### config.mk
export PLATFORM = sky130hd
export DESIGN_NAME = cpu
export DESIGN_NICKNAME = d
export VERILOG_FILES = /design/src/rtl/cpu_pkg.sv /design/src/rtl/cpu_alu.sv /design/src/rtl/cpu.sv
export SDC_FILE = /design/constraint.sdc
export NUM_CORES = 1
export LEC_CHECK = 0
export BUFFER_PORTS_ARGS = -buffer_cell sky130_fd_sc_hd__buf_2
export CORE_MARGIN = 2
export CORE_UTILIZATION = 41
export DETAILED_ROUTE_END_ITERATION = 6
export GPL_TIMING_DRIVEN = 0
export REMOVE_ABC_BUFFERS = 1
export SKIP_CTS_REPAIR_TIMING = 1
export SLEW_MARGIN = 15
export SYNTH_ARGS = -nofsm -noshare
export SYNTH_HDL_FRONTEND = slang
export SYNTH_SLANG_ARGS = --single-unit
### constraint.sdc
create_clock -name clk -period 6.5 [get_ports clk]
set_input_delay 0.65 -clock clk [delete_from_list [all_inputs] [get_ports clk]]
set_output_delay 0.65 -clock clk [all_outputs]
set_load 0.01 [all_outputs]
### src/rtl/cpu_pkg.sv
// rtl/cpu_pkg.sv - shared constants for the 8-bit execution unit
package cpu_pkg;

  localparam int DATA_W = 8;
  localparam int OP_W   = 3;

  // Instruction field MSB positions: [18:16]=op, [15:8]=A, [7:0]=B
  localparam int OP_MSB = 18;
  localparam int A_MSB  = 15;
  localparam int B_MSB  = 7;
  localparam int INSN_W = OP_MSB + 1;

  localparam logic [OP_W-1:0] OP_NOP = 3'b000;
  localparam logic [OP_W-1:0] OP_ADD = 3'b001;
  localparam logic [OP_W-1:0] OP_SUB = 3'b010;
  localparam logic [OP_W-1:0] OP_AND = 3'b011;
  localparam logic [OP_W-1:0] OP_OR  = 3'b100;
  localparam logic [OP_W-1:0] OP_XOR = 3'b101;
  localparam logic [OP_W-1:0] OP_SHL = 3'b110;
  localparam logic [OP_W-1:0] OP_SHR = 3'b111;

endpackage

### src/rtl/cpu_alu.sv
// rtl/cpu_alu.sv - combinational ALU producing result and carry/borrow/shift-out
module cpu_alu
  import cpu_pkg::*;
(
  input  logic [OP_W-1:0]   op,
  input  logic [DATA_W-1:0] a,
  input  logic [DATA_W-1:0] b,
  output logic [DATA_W-1:0] y,
  output logic              c
);

  logic [2:0] sh;
  assign sh = b[2:0];

  // Operation select; shifts use a 9-bit window so the carry is the last bit
  // pushed out, which naturally stays 0 for a zero shift amount.
  always_comb begin
    y = '0;
    c = 1'b0;
    unique case (op)
      OP_ADD: {c, y} = {1'b0, a} + {1'b0, b};
      OP_SUB: {c, y} = {1'b0, a} - {1'b0, b};
      OP_AND: y = a & b;
      OP_OR:  y = a | b;
      OP_XOR: y = a ^ b;
      OP_SHL: {c, y} = {1'b0, a} << sh;
      OP_SHR: {y, c} = {a, 1'b0} >> sh;
      default: begin
        y = '0;
        c = 1'b0;
      end
    endcase
  end

endmodule

### src/rtl/cpu.sv
// rtl/cpu.sv - single-cycle execution unit with registered result and flags
module cpu
  import cpu_pkg::*;
(
  input  logic              clk,
  input  logic              rst_n,
  input  logic [INSN_W-1:0] opcode,
  output logic [DATA_W-1:0] result,
  output logic              carry,
  output logic              zero
);

  logic [OP_W-1:0]   op;
  logic [DATA_W-1:0] a;
  logic [DATA_W-1:0] b;
  logic [DATA_W-1:0] alu_y;
  logic              alu_c;

  logic [DATA_W-1:0] result_q, result_d;
  logic              carry_q, carry_d;
  logic              zero_q, zero_d;

  assign op = opcode[OP_MSB -: OP_W];
  assign a  = opcode[A_MSB -: DATA_W];
  assign b  = opcode[B_MSB -: DATA_W];

  cpu_alu u_alu (
    .op (op),
    .a  (a),
    .b  (b),
    .y  (alu_y),
    .c  (alu_c)
  );

  // Next state: NOP holds all three registers, every other op loads the ALU output
  always_comb begin
    result_d = result_q;
    carry_d  = carry_q;
    zero_d   = zero_q;
    if (op != OP_NOP) begin
      result_d = alu_y;
      carry_d  = alu_c;
      zero_d   = (alu_y == '0);
    end
  end

  // Output registers; reset takes priority over any instruction
  always_ff @(posedge clk) begin
    if (!rst_n) begin
      result_q <= '0;
      carry_q  <= 1'b0;
      zero_q   <= 1'b1;
    end else begin
      result_q <= result_d;
      carry_q  <= carry_d;
      zero_q   <= zero_d;
    end
  end

  assign result = result_q;
  assign carry  = carry_q;
  assign zero   = zero_q;

endmodule

; ---- Word level (Yosys, flattened, before mapping)
; Cells that the tools add are included.
[op_classes]
n_mux = 2
reduce_logical = 2
n_bitwise = 3
n_shift = 2
add_sub_neg = 2
eq_ne = 7
[ops]
columns = cell, n
row1 = 8-bit case mux with 7 select lines, 1
row2 = 3-bit == test (second input constant), 4
row3 = 8-bit by 8-bit adder with 9-bit output, 1
row4 = 8-bit by 3-bit left shift with 9-bit output, 1
row5 = 9-bit by 3-bit right shift with 9-bit output, 1
row6 = 8-bit by 8-bit subtractor with 9-bit output, 1
row7 = 8-bit bitwise AND, 1
row8 = 8-bit logical NOT, 1
row9 = 8-bit bitwise OR, 1
row10 = 8-bit bitwise XOR, 1
row11 = 3-bit by 2-bit == test with 1-bit output (second input constant), 2
row12 = 1-bit case mux with 4 select lines, 1
row13 = 3-bit by 1-bit == test with 1-bit output (second input constant), 1
row14 = 3-bit nonzero test, 1
[totals]
output_inout_bits = 10
regBits = 10

; ---- Logic depth before layout (Yosys ltp)
; Gate-level depths: netlist (run 1).
[logic_depth]
ltp_word = 3
ltp_mapped = 11
mapped_depth_nobuf = 10

; ---- Cells and area by module
; A second synthesis (run 1) with hierarchy kept.
[unflattened]
hier_cells = 289
area_unflattened_um2 = 2197.1
[modules_own_cells]
columns = mod, area_each_um2, seq_area_each_um2, instances, cells_per_inst
row1 = cpu_alu, 1714.1, 0.0, 1, 240
row2 = cpu, 483.0, 200.2, 1, 49

; ---- Worst setup path before layout (run 1)
; Ideal clock, no wire load.
[synth_timing]
path_kind = input to register
start = input port opcode[1]
end = register zero_q (netlist: zero)
stages = 10
required_ps = 6441
setup_slack_ps = 3624
t_arrival_ps = 2817
n_path_buf = 2
path_cell_list = buf_6 > buf_2 > inv_1 > ha_1 > a21o_1 > a2111o_1 > a221o_1 > a21o_1 > nor4_2 > a31o_1
[synth_between]
elab_chain_cells = 3
elab_cells_between_ends = 9
classes_between = 2 x add/sub / 2 x shift / 1 x mux / 3 x bitwise / 1 x reduce/logical
[synth_rtl]
columns = item, line_no
row1 = start: declaration, cpu.sv:7  ; input logic [INSN_W-1:0] opcode,
row2 = "8-bit by 8-bit subtractor with 9-bit output, or another cell as far along", cpu_alu.sv:22  ; OP_SUB: {c, y} = {1'b0, a} - {1'b0, b};
row3 = 8-bit case mux with 7 select lines *, cpu_alu.sv:20  ; unique case (op)
row4 = 8-bit logical NOT *, cpu.sv:43  ; zero_d = (alu_y == '0);
row5 = end signal: assignment, cpu.sv:56  ; zero_q <= zero_d;
row6 = end: declaration, cpu.sv:21  ; logic zero_q, zero_d;
; Mark *: on every way between the ends. The rest lies on a longest branch, timed or not.
; A chain may end at the register's enable or synchronous reset.

; ---- Worst setup path after layout (run 1)
[layout_timing]
start = input port opcode[0]
end = register zero_q (netlist: zero)
; The elaborated chain is that of the path after synthesis.

==> results of run 1 <==
placed cells by master, fill, tap and decap left out, types with 7 or more instances in the layout:
cell / count
ha_1: 25
dfxtp_1: 10
mux2i_1: 9
a22oi_1: 8
o21ai_0: 10
inv_1: 22
mux4_2: 7
nand2_1: 20
a21oi_1: 19
nand2b_1: 7
nor2_1: 14
buf_2: 30
per-layer routing:
layer  global-route usage [%]  vias to the layer above
li1                         -                      955
met1                     30.8                      930
met2                     33.5                       79
met3                     3.16                        8
met4                     4.44                        0
met5                        0                        -
cell families after synthesis:
kind of cell / share of synthesized area, %
XOR/XNOR: 0.881
AND/OR/NAND/NOR: 20.4
flip-flops: 10.1
multiplexers: 14.3
AO/OA/AOI/OAI: 29.0
adder cells (fa/ha/maj): 17.7
buffers and inverters: 7.61
layout make-up:
| type | instances | area [µm²] | area share, % |
|---|---|---|---|
| multi-input combinational | 200 | 1640 | 75.1 |
| tap | 54 | 67.6 | 3.10 |
| inverter | 22 | 82.6 | 3.79 |
| sequential | 10 | 200 | 9.18 |
| timing repair buffer | 30 | 150 | 6.89 |
| clock buffer | 3 | 41.3 | 1.89 |
critical path, cell delays in order:
cell       delay [ns]
buf_2            0.39
ha_1             0.35
fa_1             0.43
mux2_1           0.29
a21oi_1          0.19
a2bb2oi_1        0.18
nand3_1          0.11
or3_1            0.36
nor4_2           0.26
a31o_1           0.16
flip-flops by register name, indices dropped and copies added, names as in the netlist:
register,count
zero,1
result,8
carry,1
per-stage QoR:
stage	power, mW	cells
after global placement	0.215	316
after detailed placement	0.216	316
final	0.280	319
after CTS	0.280	319
after floorplan	0.165	232
after global routing	0.303	319
power by group:
| part | switching (mW) | internal, mW |
|---|---|---|
| Clock | 0.0235 | 0.0405 |
| Sequential | 0.00295 | 0.0680 |
| Combinational | 0.0843 | 0.0605 |
| Total | 0.111 | 0.169 |
how the worst min path moves through the flow:
stage,from,endpoint,slack [ns],cells past startpoint
floorplan,result[7]$_SDFFE_PN0P_,result[7]$_SDFFE_PN0P_,0.48,2
global placement,result[6]$_SDFFE_PN0P_,result[6]$_SDFFE_PN0P_,0.44,2
detailed placement,result[6]$_SDFFE_PN0P_,result[6]$_SDFFE_PN0P_,0.45,2
CTS,result[6]$_SDFFE_PN0P_,result[6]$_SDFFE_PN0P_,0.45,2
global route,result[6]$_SDFFE_PN0P_,result[6]$_SDFFE_PN0P_,0.48,2
finish,result[6]$_SDFFE_PN0P_,result[6]$_SDFFE_PN0P_,0.45,2
==> results.txt, run 1 <==
Final Hold Viols: 0
Layout Utilization: 46.5%
RSZ-0062 raised after global routing: false
wl on met1: 2.48 mm
cell taking the most area after synthesis: ha_1
Worst Skew: 0 ns
fin worst setup slack: 3.31 ns
leakage power total: 1.01 nW
Tmin final: 3.19 ns
metal2 WL: 2.46 mm
CTS tree: done
Rows: 25
max cap viols: 0
Rel. slew slack: 26.4%
WL final: 5.48 mm
Synth Flop Type: dfxtp_1
status: complete, no violations
Synth warnings: 0
Num CTS Buffers: 3
share of the synthesized area in the top cell type: 15.7%
post-route ant nets: 0
f_max: 314 MHz
first-pass GRT wire length: 9.00 mm
hold_ws: 0.454 ns
Mapped Cells: 245
Hold Crit Class: reg2reg
I/O pin count: 31
CP Launch Type: primary input
Area after DPL: 2140 µm²
Synth Register Bits: 10
pwr/cell area: 128 nW/µm²
Setup-failing EPs final: 0
GRT Resource Usage Total: 21.3%
critical-path maximum fanout: 22
Top Layer Used: met4
Req. time, crit path: 6.68 ns
vias per cell: 6.18
peak supply drop: 0.0574 mV
CTS H-tree lvls: 1
Final period util: 49.0%
most common cell in the netlist: ha_1
clk_lat worst skew: 0.23 ns
TNS Setup: 0 ns
DR WL/cell: 17.2 µm
fraction of registers with async set/reset: 0%
# port buffers: 30
max-slew violations: 0
Synth top cells by count: ha_1, inv_1, nand2_1
initial antenna violation count: 0
Cell Area, Synth: 1990 µm²
Netlist cell types: 59
Starting Density: 42.4%
Post-DP HPWL: 4.25 mm
clock tree buffer depth: 2
sequential share of the synthesized area: 10.1%
clk sink count: 10
Data arrival, critical path: 3.37 ns
Die Wd: 73.7 µm
via count: 1972
Root Driver: clkbuf_8
vias in the first global route: 1801
Met3 Wirelength: 471 µm
fillers: 489
reg2reg end: carry$_SDFFE_PN0P_
ranking of synthesized cells by area: ha_1, dfxtp_1, mux4_2
Final Instance Area: 2180 µm²
path depth of the worst reg2reg path: 2
setup slack after placement: 3.08 ns
GPL Wtd Cong: 0.896
ant diodes: 0
share of cells above drive strength 1: 17.7%
Critical Path End: zero$_SDFFE_PN1P_
Critical Setup Path Class: in2reg
die area: 5430 µm²
layout net count: 315
Initial DRC Count: 259
R2R Path Start: carry$_SDFFE_PN0P_
total congestion overflow: 0
reg2reg setup slack: 5.61 ns
Core Footprint: 4690 µm²
kind of end point of the critical path: flop
Slew @ Worst Pin: 1.10 ns
largest net degree at the start of global routing: 25
Post-Syn Area per Cell: 8.12 µm²
drt first pass iters: 4
synth-to-layout area growth: 9.56%
drt drc: 0
Die Y: 73.7 µm
EDFF count, synth: 0
Setup crit start: opcode[0]
Clk pin slew, worst setup/hold paths: 0.05 ns
Note: power is estimated with default switching activity, not from simulation.
==> inputs of run 2 (changes only) <==
Settings changed: ABC_AREA set to 1.
Clock period 6.5 ns to 2.82 ns, I/O delays scaled along.
==> results.txt, run 2 <==
Netlist cell types: 30
Clk pin slew, worst setup/hold paths: 0.05 ns
DR WL/cell: 13.4 µm
Data arrival, critical path: 2.66 ns
Synth Flop Type: dfxtp_1
share of cells above drive strength 1: 11.8%
Req. time, crit path: 3.01 ns
ant diodes: 0
pwr/cell area: 294 nW/µm²
path depth of the worst reg2reg path: 4
multi-input logic area: 1680 µm²
Rows: 26
worst hold path stage count: 3
Die Y: 77.1 µm
I/O pin count: 31
clk_lat worst skew: 0.24 ns
ranking of synthesized cells by area: nand2_1, nand3_1, ha_1
synth-to-layout area growth: 9.25%
CTS tree: done
max reg flops: 8
Worst Skew: 0 ns
Core Footprint: 5140 µm²
buffers and inverters on the worst path: 2
Root Driver: clkbuf_8
critical path's top delay family: simple AND/OR/NAND/NOR gates
status: complete, no violations
Critical Setup Path Class: in2reg
TNS Setup: 0 ns
GPL Wtd Cong: 0.870
largest net degree at the start of global routing: 23
vias per cell: 5.23
Final Hold Viols: 0
Hold Crit Start: rst_n
fraction of registers with async set/reset: 0%
clk sink count: 10
f_max: 405 MHz
Slew @ Worst Pin: 0.579 ns
Power, Total: 704 µW
Initial DRC Count: 137
WL final: 6.50 mm
Post-DP HPWL: 5.27 mm
cell taking the most area after synthesis: nand2_1
via count: 2533
CP Launch Type: primary input
total congestion overflow: 0
first-pass GRT wire length: 11.0 mm
# port buffers: 30
max incr delay on CP: 0.48 ns
RSZ-0062 raised after global routing: false
max-slew violations: 0
kind of end point of the critical path: flop
crit path cell chain: buf_2, inv_2, ha_1, o21ai_0, nand3_1, nand2_1, o21ai_0, nor2_1, nand2_1, nor2_1, nand3_1, nand2_1
post-route ant nets: 0
Tmin final: 2.47 ns
max cap viols: 0
GRT Resource Usage Total: 22.6%
vias in the first global route: 2302
Cell Area, Synth: 2190 µm²
Die Wd: 77.1 µm
Slowest-stage cell, CP: o21ai_0
Hold Crit Class: in2reg
clock tree buffer depth: 2
drt first pass iters: 5
Rel. slew slack: 61.0%
reg2reg setup slack: 2.01 ns
Synth top cells by count: nand2_1, nand3_1, inv_1
register area: 200 µm²
Synth warnings: 0
leakage power total: 1.38 nW
Setup-failing EPs final: 0
Final Instance Area: 2390 µm²
Final period util: 87.6%
commonest non-fill, non-tap cell in the layout: nand2_1
drt drc: 0
Starting Density: 42.6%
most common cell in the netlist: nand2_1
reg2reg end: result[2]$_SDFFE_PN0P_
Synth Register Bits: 10
initial antenna violation count: 0
die area: 5950 µm²
Area after DPL: 2340 µm²
Num CTS Buffers: 3
Setup crit start: opcode[1]
crit-path most repeated cell: nand2_1
Mapped Cells: 392
CTS H-tree lvls: 1
layout net count: 463
Hold Path Sink: result[3]$_SDFFE_PN0P_
sequential share of the synthesized area: 9.13%
R2R Path Start: result[2]$_SDFFE_PN0P_
peak supply drop: 0.178 mV
EDFF count, synth: 0
share of the synthesized area in the top cell type: 18.0%
critical-path maximum fanout: 22
commonest cells after routing, fill and taps aside: nand2_1, nand3_1, inv_1
Post-Syn Area per Cell: 5.59 µm²
fillers: 622
-- run 2: stage by stage --
stage          hold slack [ns]  std cells  setup WS [ns]  util (%)
2_1_floorplan            0.380        380           1.05         -
3_3_place_gp             0.476        480          0.154      45.5
3_5_place_dp             0.480        480          0.147      45.5
4_1_cts                  0.318        484          0.391      46.6
5_1_grt                  0.336        484         0.0861      46.6
6_report                 0.321        484          0.351      46.6
-- run 2: routing by layer --
layer	part of all wire (%)	track usage, %
met3	4.5	2.71
met4	1.6	5.18
met1	49	31.5
met2	45	37.0
met5	0	0
-- run 2: worst max-delay path by stage --
stage                                         to  depth (start not counted)  slack, ns
after floorplan           result[7]$_SDFFE_PN0P_                         11       1.05
after global placement         zero$_SDFFE_PN1P_                         12       0.15
after detailed placement       zero$_SDFFE_PN1P_                         12       0.15
after global routing           zero$_SDFFE_PN1P_                         12       0.09
after CTS                      zero$_SDFFE_PN1P_                         12       0.39
final                          zero$_SDFFE_PN1P_                         12       0.35
-- run 2: worst reg2reg max path, delay by kind of cell, from the launching register on --
kind,cells,cell delay (ns)
AO/OA/AOI/OAI,1,0.26
buffers and inverters,2,0.11
flip-flops,1,0.30
AND/OR/NAND/NOR,1,0.03
-- run 2: cells by family (layout without fill, tap and decap cells) --
logic type | count (synthesis) | in the layout | synth area share, %
DFF | 10 | 10 | 9.13
and+or+nand+nor | 254 | 254 | 53.0
adders and majority gates | 27 | 27 | 16.1
AOI/OAI and AO/OA | 31 | 31 | 7.65
buffers and inverters | 70 | 92 | 14.2
-- run 2: area by class of cell --
type / count / area share, %
Clock buffer: 4 / 2.30
Inverter: 58 / 9.20
Multi-Input combinational cell: 312 / 70.2
Sequential cell: 10 / 8.36
Tap cell: 70 / 3.66
Timing Repair Buffer: 30 / 6.27
-- run 2: report_power, final --
part | internal, mW | leakage (nW) | total [mW] | switching, mW
clock | 0.123 | 0.0288 | 0.184 | 0.0610
combinational | 0.120 | 1.27 | 0.359 | 0.239
sequential | 0.155 | 0.0828 | 0.161 | 0.00605
